## src/rtl/popcount_stream.sv

```systemverilog
// popcount_stream: handshaked multi-cycle popcount, CHUNK_WIDTH bits per cycle, with saturating running total
module popcount_stream #(
  parameter int DATA_WIDTH  = 32,
  parameter int CHUNK_WIDTH = 8,
  parameter int ACC_WIDTH   = 16
) (
  input  logic                          clk,
  input  logic                          resetn,
  input  logic                          in_valid,
  output logic                          in_ready,
  input  logic [DATA_WIDTH-1:0]         din,
  input  logic                          count_zeros,
  output logic                          out_valid,
  input  logic                          out_ready,
  output logic [$clog2(DATA_WIDTH):0]   dout,
  input  logic                          total_clr,
  output logic [ACC_WIDTH-1:0]          total,
  output logic                          total_sat
);
  localparam int NCHUNK = DATA_WIDTH / CHUNK_WIDTH;
  localparam int CW = $clog2(DATA_WIDTH) + 1;
  localparam int IW = NCHUNK > 1 ? $clog2(NCHUNK) : 1;
  localparam int SW = (ACC_WIDTH > CW ? ACC_WIDTH : CW) + 1;
  typedef enum logic [1:0] {IDLE, COUNT, DONE} state_t;
  state_t state;
  logic [DATA_WIDTH-1:0] word;
  logic [IW-1:0] idx;
  logic [CW-1:0] partial, chunk_cnt;
  logic [CHUNK_WIDTH-1:0] chunk;
  logic [SW-1:0] sum;
  logic hs, last, sat;
  assign in_ready = resetn && state == IDLE;
  assign chunk = word[idx*CHUNK_WIDTH +: CHUNK_WIDTH];
  assign last = idx == IW'(NCHUNK - 1);
  assign hs = out_valid && out_ready;
  assign sum = SW'(total) + SW'(dout);
  assign sat = sum > SW'({ACC_WIDTH{1'b1}});
  always_comb begin
    chunk_cnt = '0;
    for (int i = 0; i < CHUNK_WIDTH; i++) chunk_cnt = chunk_cnt + CW'(chunk[i]);
  end
  always_ff @(posedge clk or negedge resetn) begin
    if (!resetn) begin
      state     <= IDLE;
      word      <= '0;
      idx       <= '0;
      partial   <= '0;
      out_valid <= 1'b0;
      dout      <= '0;
      total     <= '0;
      total_sat <= 1'b0;
    end else begin
      case (state)
        IDLE: if (in_valid) begin
          word    <= count_zeros ? ~din : din;
          idx     <= '0;
          partial <= '0;
          state   <= COUNT;
        end
        COUNT: begin
          partial <= partial + chunk_cnt;
          idx     <= idx + IW'(1);
          if (last) begin
            dout      <= partial + chunk_cnt;
            out_valid <= 1'b1;
            state     <= DONE;
          end
        end
        DONE: if (out_ready) begin
          out_valid <= 1'b0;
          state     <= IDLE;
        end
        default: state <= IDLE;
      endcase
      // clear wins over accumulation, but a word delivered on the clear cycle seeds the new total
      if (total_clr) begin
        total     <= hs ? ACC_WIDTH'(dout) : '0;
        total_sat <= 1'b0;
      end else if (hs) begin
        total     <= sat ? '1 : sum[ACC_WIDTH-1:0];
        total_sat <= total_sat | sat;
      end
    end
  end
endmodule

```

## config.mk

```make
export PLATFORM = sky130hd
export DESIGN_NAME = popcount_stream
export DESIGN_NICKNAME = d
export VERILOG_FILES = /design/src/rtl/popcount_stream.sv
export SDC_FILE = /design/constraint.sdc
export NUM_CORES = 1
export LEC_CHECK = 0
export BUFFER_PORTS_ARGS = -buffer_cell sky130_fd_sc_hd__buf_2
export CORE_MARGIN = 2
export CORE_UTILIZATION = 55
export CTS_BUF_LIST = sky130_fd_sc_hd__clkbuf_8
export DETAILED_ROUTE_END_ITERATION = 7
export GPL_TIMING_DRIVEN = 0
export PLACE_DENSITY = 0.75
export SETUP_SLACK_MARGIN = 0.5
export SLEW_MARGIN = 20
export SYNTH_ARGS = -nofsm -noshare
export SYNTH_HDL_FRONTEND = slang
export SYNTH_SLANG_ARGS = --single-unit
```

## constraint.sdc

```tcl
create_clock -name clk -period 8.37 [get_ports clk]
set_clock_uncertainty 0.2 [all_clocks]
set_input_delay 1.2555 -clock clk [delete_from_list [all_inputs] [get_ports clk]]
set_output_delay 1.2555 -clock clk [all_outputs]
set_load 0.02 [all_outputs]
```

==> results.txt, run 1 <==
----------------------------------------------------
[Synthesis]
  Ys async rst share ... 100.0%
  Main combinational cell family by area after synthesis ... compound AO/OA/AOI/OAI gates
  Area fraction in compound gates after synthesis ... 15.90%
  Number of register bits inferred by synthesis ... 66
  Fraction of synthesized cell area in xor and xnor cells ... 9.275%
  Cell count after synthesis ... 381
  Mux contribution to synthesized area ... 5.333%
  Count of cell types in the netlist ... 50
  Area of the mapped netlist ... 0.003777 mm2
  Syn nets ... 438
  Post-synth EDFFs ... 0
  Share of synthesized cell area in full adder, half adder and majority cells ... 7.486%
  Most instantiated flip-flop cell in the synthesis netlist ... sky130_fd_sc_hd__dfrtp_1
  Syn. warnings ... 0
  Synth Area per Inst ... 9.914 um2
  Share of synthesized area occupied by flip-flops and latches ... 43.72%
  Area fraction in and, or, nand and nor cells after synthesis ... 14.01%

[Clock tree]
  Number of buffers inserted for hold repair after clock tree synthesis ... 0
  Clock sinks ... 66
  TritonCTS clock tree ... built
  Number of setup buffers added after CTS ... 0
  Number of buffers created by CTS ... 9
  Root Driver ... sky130_fd_sc_hd__clkbuf_8
  Max Root-Sink Buffers ... 2
  Number of cells upsized or downsized after cts ... 0
  Clock-pin transition on the worst setup and hold timing paths ... 0.08 ns
  Total number of H-tree levels ... 3
  Clock Latency Late Sink ... 0.35 ns

[GRT]
  Global-route wire length before repair ... 13800 um
  Initial antenna violation count ... 0
  Remaining global-route overflow ... 0
  Vias in the first global route ... 2985
  Global Route Usage Sum ... 23.44%
  Pin count of the biggest net entering global routing ... 55

[Route]
  Total wire length after detailed routing ... 8293 um
  Antenna-violating nets left ... 0
  Drc violations ... 0
  Routed wire per std cell ... 15.39 um
  Via-to-Cell Ratio ... 5.610
  First drt pass iteration count ... 4
  DR vias ... 3024
  Detailed Route Iter0 Violations ... 193

[Setup path]
  Type of the worst setup path ... reg2reg
  Critical path's slowest cell ... sky130_fd_sc_hd__fa_1
  Most used cell, CP ... sky130_fd_sc_hd__inv_1
  Worst endpoint data arrival time ... 4.71 ns
  Worst reg2reg path depth ... 17
  Max FO, Critical Path ... 9
  Critical path capture point type ... flip-flop
  FF-to-FF setup slack ... 3.68 ns
  Kind of launch point of the worst setup path ... flip-flop
  Crit path required time ... 8.38 ns
  Reg-to-Reg End ... partial[4]
  Critical Path Start ... idx[1]
  Maximum cell stage delay along the critical path ... 0.53 ns
  Buffering stage count on the worst path with inverters included ... 7
  Launch instance of the worst register-to-register path ... idx[1]
  CP Cell Sequence ... buf_1 -> mux4_2 -> inv_1 -> fa_1 -> inv_1 -> fa_1 -> inv_1 -> fa_1 -> inv_1 -> fa_1 -> inv_1 -> fa_1 -> inv_1 -> a21o_1 -> a21oi_1 -> xor2_1 -> o21ai_0
  Kind of cell with the highest combined delay on the critical path ... adder cells

[Power and ir drop]
  Largest vdd supply drop ... 0.1826 mV
  Pwr Density ... 411.9 mW/mm2
  Pleak ... 2.096 nW
  Sw Pwr ... 0.0007808 W
  Sequential power share ... 28.6%
  Sw Ratio ... 42.70%
  Internal Pwr Total ... 0.001048 W
  Final Power ... 0.001829 W
  Share of total power in the clock network ... 16.9%
  Comb pwr share ... 54.6%

[Min path]
  End point of the worst hold path ... word[16]
  Worst Hold Depth ... 2
  Critical hold path startpoint ... word[16]
  Path class of the lowest-slack min-delay path ... reg2reg

[STA]
  Transition time of the tightest slew-check pin ... 0.5889 ns
  Final hold vios ... 0
  Share of the clock period used by the worst path ... 56.09%
  Final Setup Violations ... 0
  Max-slew violation count ... 0
  Maximum clock rate ... 213.0 MHz
  Sum of negative setup slack ... 0 ns
  Worst-case headroom to the max-slew limit ... 60.74%
  Final critical path time including I/O delays and setup ... 4.695 ns
  RSZ-0062 raised after global routing ... no
  Final worst hold slack ... 0.2804 ns
  Final worst-path setup slack ... 3.675 ns

[Finish]
  Non-filler instance count after layout ... 539
  # diodes ... 0
  Share of post-route cells with drive strength above 1 ... 23.31%
  Final Net Count ... 511
  Synthesis-to-finish area growth ... 17.52%

[Placement]
  Estimated wirelength of the detail-placed design ... 6098 um
  Global placement routability congestion ... 0.8278
  Number of cells in the design after placement ... 523
  Worst slack, placed ... 3.742 ns
  # port buffers ... 61

[Floorplan]
  Std cell rows ... 30
  Die height ... 86.88 um
  Top-level port count ... 63
  Die extent in x ... 86.88 um
  Full die area ... 0.007547 mm2
  Effective utilization at floorplan ... 56.22%
  Core box area ... 0.006719 mm2

[Outcome]
  Status ... completed

[Job]
  Reported max-cap violation count ... 0

----------------------------------------------------
-- logic make-up after synthesis --
kind of cell,after synthesis
fa+ha+maj,19
compound gates,98
buf+inv,38
flops,66
mux,10
simple gates,110
xor+xnor,40
-- worst max path at each step --
stage | endpoint | slack (ns) | depth (start not counted)
global route | partial[4] | 3.42 | 17
global placement | partial[4] | 3.78 | 17
CTS | partial[4] | 3.70 | 17
detailed placement | partial[4] | 3.74 | 17
finish | partial[4] | 3.68 | 17
floorplan | partial[4] | 4.13 | 17
-- power groups by stage --
| stage | Clock (W) | Combinational [W] | Sequential [W] |
|---|---|---|---|
| finish | 0.000308 | 0.000998 | 0.000522 |
| global route | 0.000328 | 0.00114 | 0.000537 |
| CTS | 0.000314 | 0.00101 | 0.000521 |
| detailed placement | 0 | 0.00101 | 0.000527 |
| global placement | 0 | 0.000978 | 0.000519 |
| floorplan | 0 | 0.000739 | 0.000529 |
-- sequential cells by signal, indices dropped and copies added (netlist names) --
register and cells:
total 16, dout 6, idx 2, state 2
total_sat 1, partial 6, out_valid 1, word 32
-- area by class of cell --
| cell class | instances | area, um2 |
|---|---|---|
| flip-flops and latches | 66 | 1652 |
| well taps | 80 | 100.1 |
| plain buffers | 19 | 90.09 |
| clock buffers | 10 | 137.6 |
| repair buffers | 62 | 335.3 |
| multi-input cells | 277 | 1964 |
| fillers | 557 | 2280 |
| inverters | 19 | 71.32 |
| clock inverters | 6 | 88.84 |
-- synth_stat cells, types with 3 or more instances --
library cell                n  share of area (%)
sky130_fd_sc_hd__a211oi_1   3               0.60
sky130_fd_sc_hd__a21o_1     5               0.99
sky130_fd_sc_hd__a21oi_1   17                2.3
sky130_fd_sc_hd__and3_1     3               0.50
sky130_fd_sc_hd__buf_2      5               0.66
sky130_fd_sc_hd__clkbuf_1  11                1.1
sky130_fd_sc_hd__dfrtp_1   66                 44
sky130_fd_sc_hd__fa_1       6                3.2
sky130_fd_sc_hd__ha_1      13                4.3
sky130_fd_sc_hd__inv_1     19                1.9
sky130_fd_sc_hd__mux4_2     8                4.8
sky130_fd_sc_hd__nand2_1   60                6.0
sky130_fd_sc_hd__nand3_1    9                1.2
sky130_fd_sc_hd__nand4_1    3               0.50
sky130_fd_sc_hd__nor2_1    12                1.2
sky130_fd_sc_hd__nor3_1     4               0.53
sky130_fd_sc_hd__o21ai_0   51                6.8
sky130_fd_sc_hd__o221a_2    5                1.5
sky130_fd_sc_hd__o31ai_1    4               0.79
sky130_fd_sc_hd__xnor2_1   36                8.3
sky130_fd_sc_hd__xor2_1     4               0.93
-- stage by stage --
stage          util [%]  cell area (um2)
3_5_place_dp      62.70             4213
2_1_floorplan         -             3777
4_1_cts           66.07             4439
5_1_grt           66.07             4439
6_report          66.07             4439
3_3_place_gp      62.25             4183
-- worst min-delay path, cell delays in order (launching register included) --
cell                      delay, ns
sky130_fd_sc_hd__dfrtp_1       0.35
sky130_fd_sc_hd__nand2_1       0.04
sky130_fd_sc_hd__o21ai_0       0.06
-- cells in the final DEF (no fill, tap or decap), types with 8 or more instances in the layout --
master                     instances
sky130_fd_sc_hd__inv_1            19
sky130_fd_sc_hd__clkbuf_1         11
sky130_fd_sc_hd__dfrtp_1          66
sky130_fd_sc_hd__ha_1             13
sky130_fd_sc_hd__buf_2            65
sky130_fd_sc_hd__mux4_2            8
sky130_fd_sc_hd__o21ai_0          51
sky130_fd_sc_hd__nor2_1           12
sky130_fd_sc_hd__clkbuf_8         10
sky130_fd_sc_hd__nand3_1           9
sky130_fd_sc_hd__xnor2_1          36
sky130_fd_sc_hd__a21oi_1          17
sky130_fd_sc_hd__nand2_1          60
-- metal layers --
layer	routed length, um	global-route usage (%)	share of wire [%]	up-vias
li1	-	-	-	1476
met1	3671	29.13	44	1450
met2	4145	40.53	50	77
met3	288	4.171	3.5	21
met4	187	9.233	2.3	0
met5	0	0	0	-
Power figures use the tool's default switching activity.
==> inputs of run 2 (changes only) <==
==> constraint.sdc (replaced) <==
create_clock -name clk -period 4.4 [get_ports clk]
set_clock_uncertainty 0.2 [all_clocks]
set_input_delay 0.66 -clock clk [delete_from_list [all_inputs] [get_ports clk]]
set_output_delay 0.66 -clock clk [all_outputs]
set_load 0.02 [all_outputs]
==> run 2 against run 1 <==
Against the previous run: global-route usage rose by 0.66 points; die area unchanged; power rose by 110%; final cell count increased by 0.93%; worst setup slack worse by 3.3 ns; wire length increased by 1.8%; largest cell class unchanged.
==> results.txt, run 2 (synthesis results as in run 1) <==
----------------------------------------------------
[STA]
  Max-slew violation count ... 0 (unchanged)
  Final critical path time including I/O delays and setup ... 4.064 ns (-0.6311 ns)
  RSZ-0062 raised after global routing ... yes
  Final hold vios ... 0 (unchanged)
  Maximum clock rate ... 246.1 MHz (+16%)
  Final worst hold slack ... 0.01301 ns (-0.2674 ns)
  Transition time of the tightest slew-check pin ... 0.5392 ns (-0.04974 ns)
  Worst-case headroom to the max-slew limit ... 64.05% (+3.3 points)
  Final Setup Violations ... 0 (unchanged)
  Sum of negative setup slack ... 0 ns (unchanged)
  Share of the clock period used by the worst path ... 92.36% (+36 points)

[Finish]
  Register with the most flip-flops ... word
  Share of post-route cells with drive strength above 1 ... 26.72% (+3.4 points)
  Highest-count cells in the layout ignoring fill and taps ... sky130_fd_sc_hd__dfrtp_1, sky130_fd_sc_hd__buf_2, sky130_fd_sc_hd__nand2_1
  Cell area after layout ... 0.004522 mm2 (+1.9%)
  Largest regs ... word (32), total (16)
  # diodes ... 0 (unchanged)
  Final Net Count ... 516 (+0.98%)
  Final standard cell utilization of the core ... 67.30% (+1.2 points)
  Flip-flop count of the largest register, all copies and words added ... 32 (unchanged)
  Synthesis-to-finish area growth ... 19.71%
  Most common cell after layout, fill and taps aside ... sky130_fd_sc_hd__dfrtp_1

[Setup path]
  Kind of launch point of the worst setup path ... flip-flop
  Crit path required time ... 4.42 ns (-3.96 ns)
  Launch instance of the worst register-to-register path ... idx[0]
  Max FO, Critical Path ... 4 (-5)
  Type of the worst setup path ... reg2reg
  Critical path capture point type ... flip-flop
  FF-to-FF setup slack ... 0.34 ns (-3.34 ns)
  Worst reg2reg path depth ... 17 (unchanged)
  Critical Path Start ... idx[0]
  Worst endpoint data arrival time ... 4.08 ns (-0.63 ns)

[Floorplan]
  Top-level port count ... 63 (unchanged)
  Die extent in x ... 86.88 um (unchanged)
  Effective utilization at floorplan ... 56.22% (unchanged)
  Std cell rows ... 30 (unchanged)
  Core box area ... 0.006719 mm2 (unchanged)
  Die height ... 86.88 um (unchanged)
  Full die area ... 0.007547 mm2 (unchanged)

[Outcome]
  Status ... completed

[GRT]
  Remaining global-route overflow ... 0 (unchanged)
  Pin count of the biggest net entering global routing ... 44 (-20%)
  Global-route wire length before repair ... 14120 um (+2.3%)
  Global Route Usage Sum ... 24.10% (+0.66 points)
  Initial antenna violation count ... 0 (unchanged)
  Vias in the first global route ... 3072 (+2.9%)

[Clock tree]
  Root Driver ... sky130_fd_sc_hd__clkbuf_8
  Total number of H-tree levels ... 3 (unchanged)
  Clock Latency Late Sink ... 0.35 ns (about the same)
  Number of buffers inserted for hold repair after clock tree synthesis ... 0 (unchanged)
  TritonCTS clock tree ... built
  Clock-pin transition on the worst setup and hold timing paths ... 0.08 ns (about the same)
  Clock sinks ... 66 (unchanged)
  Number of buffers created by CTS ... 9 (unchanged)
  Max Root-Sink Buffers ... 2 (unchanged)

[Route]
  Detailed Route Iter0 Violations ... 95 (-51%)
  Total wire length after detailed routing ... 8444 um (+1.8%)
  Via-to-Cell Ratio ... 5.678 (+1.2%)
  Routed wire per std cell ... 15.52 um (+0.88%)
  DR vias ... 3089 (+2.1%)
  Drc violations ... 0 (unchanged)
  First drt pass iteration count ... 4 (unchanged)
  Antenna-violating nets left ... 0 (unchanged)

[Placement]
  Global placement routability congestion ... 0.8037 (-2.9%)
  # port buffers ... 61 (unchanged)
  Estimated wirelength of the detail-placed design ... 6173 um (+1.2%)
  Placement Cell Area ... 0.004222 mm2 (+0.21%)

[Power and ir drop]
  Pwr Density ... 837.0 mW/mm2 (+100%)
  Largest vdd supply drop ... 0.4927 mV (+170%)
  Pleak ... 2.132 nW (+1.7%)

[Job]
  Reported max-cap violation count ... 0 (unchanged)

[Min path]
  Path class of the lowest-slack min-delay path ... in2async

----------------------------------------------------
run 2: changes by cell type in the layout (fill, tap and decap cells not counted), sizes merged:
cell	delta
clkinvlp	-2
bufinv	+1
inv	+1
buf	+4
clkinv	+1
run 2: report_power, final:
group / internal, W / leakage, nW / total, W / switching [W]
clock: 0.000382 / 0.124 / 0.000636 / 0.000254
combinational: 0.000970 / 1.16 / 0.00215 / 0.00118
sequential: 0.000844 / 0.850 / 0.000995 / 0.000150
run 2: layer usage:
metal  wire length (um)  global-route usage (%)  vias up
li1                   -                       -     1480
met4                187                   11.93        0
met1               3666                   29.08     1525
met2               4336                   42.12       70
met3                253                   3.318       14
met5                  0                       0        -
run 2: cell type report:
class	instances	area [um2]
clock buffer	9	123.9
inverter	19	71.32
fill	559	2197
sequential	66	1652
timing repair buffer	67	365.4
buffer	19	100.1
clock inverter	7	125.1
tap	80	100.1
multi-input combinational	277	1984
run 2: worst paths after layout:
path                                   end
worst max-delay path            partial[4]
worst min-delay path              total[4]
worst max register to register  partial[4]
worst min register to register    word[26]
max in group asynchronous          word[5]
min in group clk                  word[26]
run 2: per-stage QoR:
stage               total power, W  instances  setup slack (ns)
floorplan                 0.002459        381            0.4796
detailed placement        0.003003        523            0.1949
CTS                       0.003763        543            0.3115
global route              0.004137        544            0.1851
global placement          0.002936        522            0.2665
finish                    0.003785        544            0.3364
run 2: worst max-delay path, stage by stage (launching register included):
cell and delay, ns:
sky130_fd_sc_hd__dfrtp_1 0.39, sky130_fd_sc_hd__buf_6 0.14, sky130_fd_sc_hd__mux4_2 0.33, sky130_fd_sc_hd__inv_2 0.04
sky130_fd_sc_hd__fa_1 0.52, sky130_fd_sc_hd__inv_2 0.04, sky130_fd_sc_hd__fa_1 0.48, sky130_fd_sc_hd__inv_1 0.05
sky130_fd_sc_hd__fa_1 0.49, sky130_fd_sc_hd__inv_2 0.05, sky130_fd_sc_hd__fa_2 0.34, sky130_fd_sc_hd__inv_2 0.06
sky130_fd_sc_hd__fa_2 0.20, sky130_fd_sc_hd__inv_2 0.03, sky130_fd_sc_hd__a21o_1 0.15, sky130_fd_sc_hd__a21oi_2 0.17
sky130_fd_sc_hd__xor2_2 0.18, sky130_fd_sc_hd__o21ai_1 0.08
run 2: repair_timing:
item,4_1_cts,5_1_grt
resized for setup,3,6
endpoints found under the hold margin,0,0
pin swaps,3,5
endpoints found under the setup margin,9,9
buffers inserted,4,1
==> inputs of run 3 (changes only) <==
--- a/config.mk
+++ b/config.mk
@@ -11,7 +11,7 @@
 export CTS_BUF_LIST = sky130_fd_sc_hd__clkbuf_8
 export DETAILED_ROUTE_END_ITERATION = 7
 export GPL_TIMING_DRIVEN = 0
-export PLACE_DENSITY = 0.75
+export PLACE_DENSITY = 0.83
 export SETUP_SLACK_MARGIN = 0.5
 export SLEW_MARGIN = 20
 export SYNTH_ARGS = -nofsm -noshare
==> run 3 against run 2 <==
Against the previous run: register-to-register slack got worse by 0.02 ns; maximum frequency decreased by 0.56%; global-route usage about the same; sequential share of layout area increased by 0.14 points; via count increased by 0.19%; largest cell class unchanged.
==> results.txt, run 3 (synthesis results as in run 1) <==
----------------------------------------------------
[Power and ir drop]
  Largest vdd supply drop ... 0.4199 mV (-15%)
  Pleak ... 2.123 nW (-0.41%)
  Pwr Density ... 822.6 mW/mm2 (-1.7%)

[STA]
  Max-slew violation count ... 0 (unchanged)
  Final Setup Violations ... 0 (unchanged)
  Final worst-path setup slack ... 0.3133 ns (-0.02305 ns)
  Final critical path time including I/O delays and setup ... 4.087 ns (+0.02305 ns)
  Maximum clock rate ... 244.7 MHz (-0.56%)
  Share of the clock period used by the worst path ... 92.88% (+0.52 points)
  Final hold vios ... 0 (unchanged)
  Sum of negative setup slack ... 0 ns (unchanged)
  RSZ-0062 raised after global routing ... yes
  Transition time of the tightest slew-check pin ... 0.5214 ns (-0.01775 ns)
  Worst-case headroom to the max-slew limit ... 65.24% (+1.2 points)
  Final worst hold slack ... 0.2785 ns (+0.2655 ns)

[Route]
  Drc violations ... 0 (unchanged)
  Via-to-Cell Ratio ... 5.668 (-0.17%)
  Routed wire per std cell ... 15.36 um (-1.1%)
  Antenna-violating nets left ... 0 (unchanged)
  DR vias ... 3095 (+0.19%)
  First drt pass iteration count ... 5 (+1)
  Total wire length after detailed routing ... 8384 um (-0.71%)
  Detailed Route Iter0 Violations ... 177 (+86%)

[Setup path]
  Max FO, Critical Path ... 3 (-1)
  Buffering stage count on the worst path with inverters included ... 7 (unchanged)
  CP Cell Sequence ... buf_6 -> mux4_2 -> inv_2 -> fa_1 -> inv_1 -> fa_1 -> inv_1 -> fa_1 -> inv_1 -> fa_2 -> inv_2 -> fa_2 -> inv_2 -> a21o_1 -> a21oi_2 -> xor2_1 -> o21ai_1
  Worst endpoint data arrival time ... 4.10 ns (+0.02 ns)
  Critical path capture point type ... flip-flop
  Kind of cell with the highest combined delay on the critical path ... adder cells
  Critical path's slowest cell ... sky130_fd_sc_hd__fa_1
  Maximum cell stage delay along the critical path ... 0.50 ns (-0.02 ns)
  Crit path required time ... 4.42 ns (about the same)
  Kind of launch point of the worst setup path ... flip-flop
  Type of the worst setup path ... reg2reg

[Floorplan]
  Full die area ... 0.007547 mm2 (unchanged)
  Die extent in x ... 86.88 um (unchanged)
  Effective utilization at floorplan ... 56.22% (unchanged)
  Std cell rows ... 30 (unchanged)
  Core box area ... 0.006719 mm2 (unchanged)
  Top-level port count ... 63 (unchanged)
  Die height ... 86.88 um (unchanged)

[Clock tree]
  Clock Latency Late Sink ... 0.35 ns (about the same)
  Max Root-Sink Buffers ... 2 (unchanged)
  Number of buffers created by CTS ... 9 (unchanged)
  Root Driver ... sky130_fd_sc_hd__clkbuf_8
  TritonCTS clock tree ... built
  Total number of H-tree levels ... 3 (unchanged)
  Clock sinks ... 66 (unchanged)
  Clock-pin transition on the worst setup and hold timing paths ... 0.08 ns (about the same)

[GRT]
  Remaining global-route overflow ... 0 (unchanged)
  Global Route Usage Sum ... 24.08% (about the same)
  Vias in the first global route ... 3030 (-1.4%)
  Global-route wire length before repair ... 13990 um (-0.88%)
  Pin count of the biggest net entering global routing ... 57 (+30%)
  Initial antenna violation count ... 0 (unchanged)

[Finish]
  Highest-count cells in the layout ignoring fill and taps ... sky130_fd_sc_hd__dfrtp_1, sky130_fd_sc_hd__buf_2, sky130_fd_sc_hd__nand2_1
  Share of post-route cells with drive strength above 1 ... 25.97% (-0.76 points)
  # diodes ... 0 (unchanged)
  Flip-flop count of the largest register, all copies and words added ... 32 (unchanged)
  Cell area after layout ... 0.004504 mm2 (-0.39%)
  Most common cell after layout, fill and taps aside ... sky130_fd_sc_hd__dfrtp_1
  Final Net Count ... 518 (+0.39%)
  Synthesis-to-finish area growth ... 19.24%
  Register with the most flip-flops ... word
  Final standard cell utilization of the core ... 67.04% (-0.26 points)
  Largest regs ... word (32), total (16)

[Job]
  Reported max-cap violation count ... 0 (unchanged)

[Placement]
  Estimated wirelength of the detail-placed design ... 6069 um (-1.7%)
  Worst slack, placed ... 0.2351 ns (+0.04027 ns)
  Global placement routability congestion ... 0.8930 (+11%)
  Placement Cell Area ... 0.004229 mm2 (+0.18%)
  # port buffers ... 61 (unchanged)

[Outcome]
  Status ... completed

[Min path]
  Path class of the lowest-slack min-delay path ... reg2reg

----------------------------------------------------
==> run 3: cell types whose count changed in the layout (fill, tap and decap cells not counted), sizes merged <==
cell,before,now
clkinvlp,0,2
buf,73,74
dlygate4sd3,0,1
inv,21,19
clkinv,2,3
bufinv,3,2
==> run 3: worst paths after layout <==
kind	startpoint	endpoint	slack, ns	cells after the start
min in group asynchronous	resetn	total[4]	0.49	2
max in group asynchronous	resetn	word[25]	2.99	3
hold reg to reg	word[20]	word[20]	0.28	2
hold / removal	word[20]	word[20]	0.28	2
setup reg to reg	idx[0]	partial[4]	0.31	17
setup / recovery	idx[0]	partial[4]	0.31	17
==> run 3: metrics by stage <==
stage | instances | power, W
finish | 546 | 0.003705
global route | 546 | 0.004049
CTS | 545 | 0.003658
detailed placement | 523 | 0.002996
global placement | 522 | 0.002899
floorplan | 381 | 0.002459
==> run 3: layer usage <==
metal / track usage [%] / wire (um) / vias up
li1: - / - / 1488
met5: 0 / 0 / -
met3: 3.981 / 470 / 14
met4: 11.51 / 165 / 0
met1: 31.05 / 3539 / 1482
met2: 39.63 / 4208 / 111
==> run 3: worst reg2reg max path, delay by kind of cell, from the launching register on <==
kind / cells / cell delay, ns
buffers and inverters: 7 / 0.43
AO/OA/AOI/OAI: 3 / 0.37
XOR/XNOR: 1 / 0.24
multiplexers: 1 / 0.33
adder cells (fa/ha/maj): 5 / 1.99
flip-flops: 1 / 0.39
==> run 3: what timing repair did <==
action,CTS,global route
hold buffers,1,0
endpoints found under the setup margin,8,9
pin swaps,3,2
hold endpoints to repair,11,0
resized for setup,2,1
buffers inserted,5,1
==> run 3: power by group <==
| part | leakage (nW) | internal [W] | total [W] | switching, W |
|---|---|---|---|---|
| combinational | 1.17 | 0.000991 | 0.00215 | 0.00116 |
| clock | 0.105 | 0.000317 | 0.000562 | 0.000244 |
| sequential | 0.850 | 0.000844 | 0.000991 | 0.000147 |
==> run 3: area by class of cell <==
type | instances | area (um2)
clock buffer | 9 | 123.9
timing repair buffer | 69 | 390.4
inverter | 19 | 71.32
tap | 80 | 100.1
fill | 531 | 2215
multi-input combinational | 277 | 1973
buffer | 19 | 100.1
sequential | 66 | 1652
clock inverter | 7 | 93.84
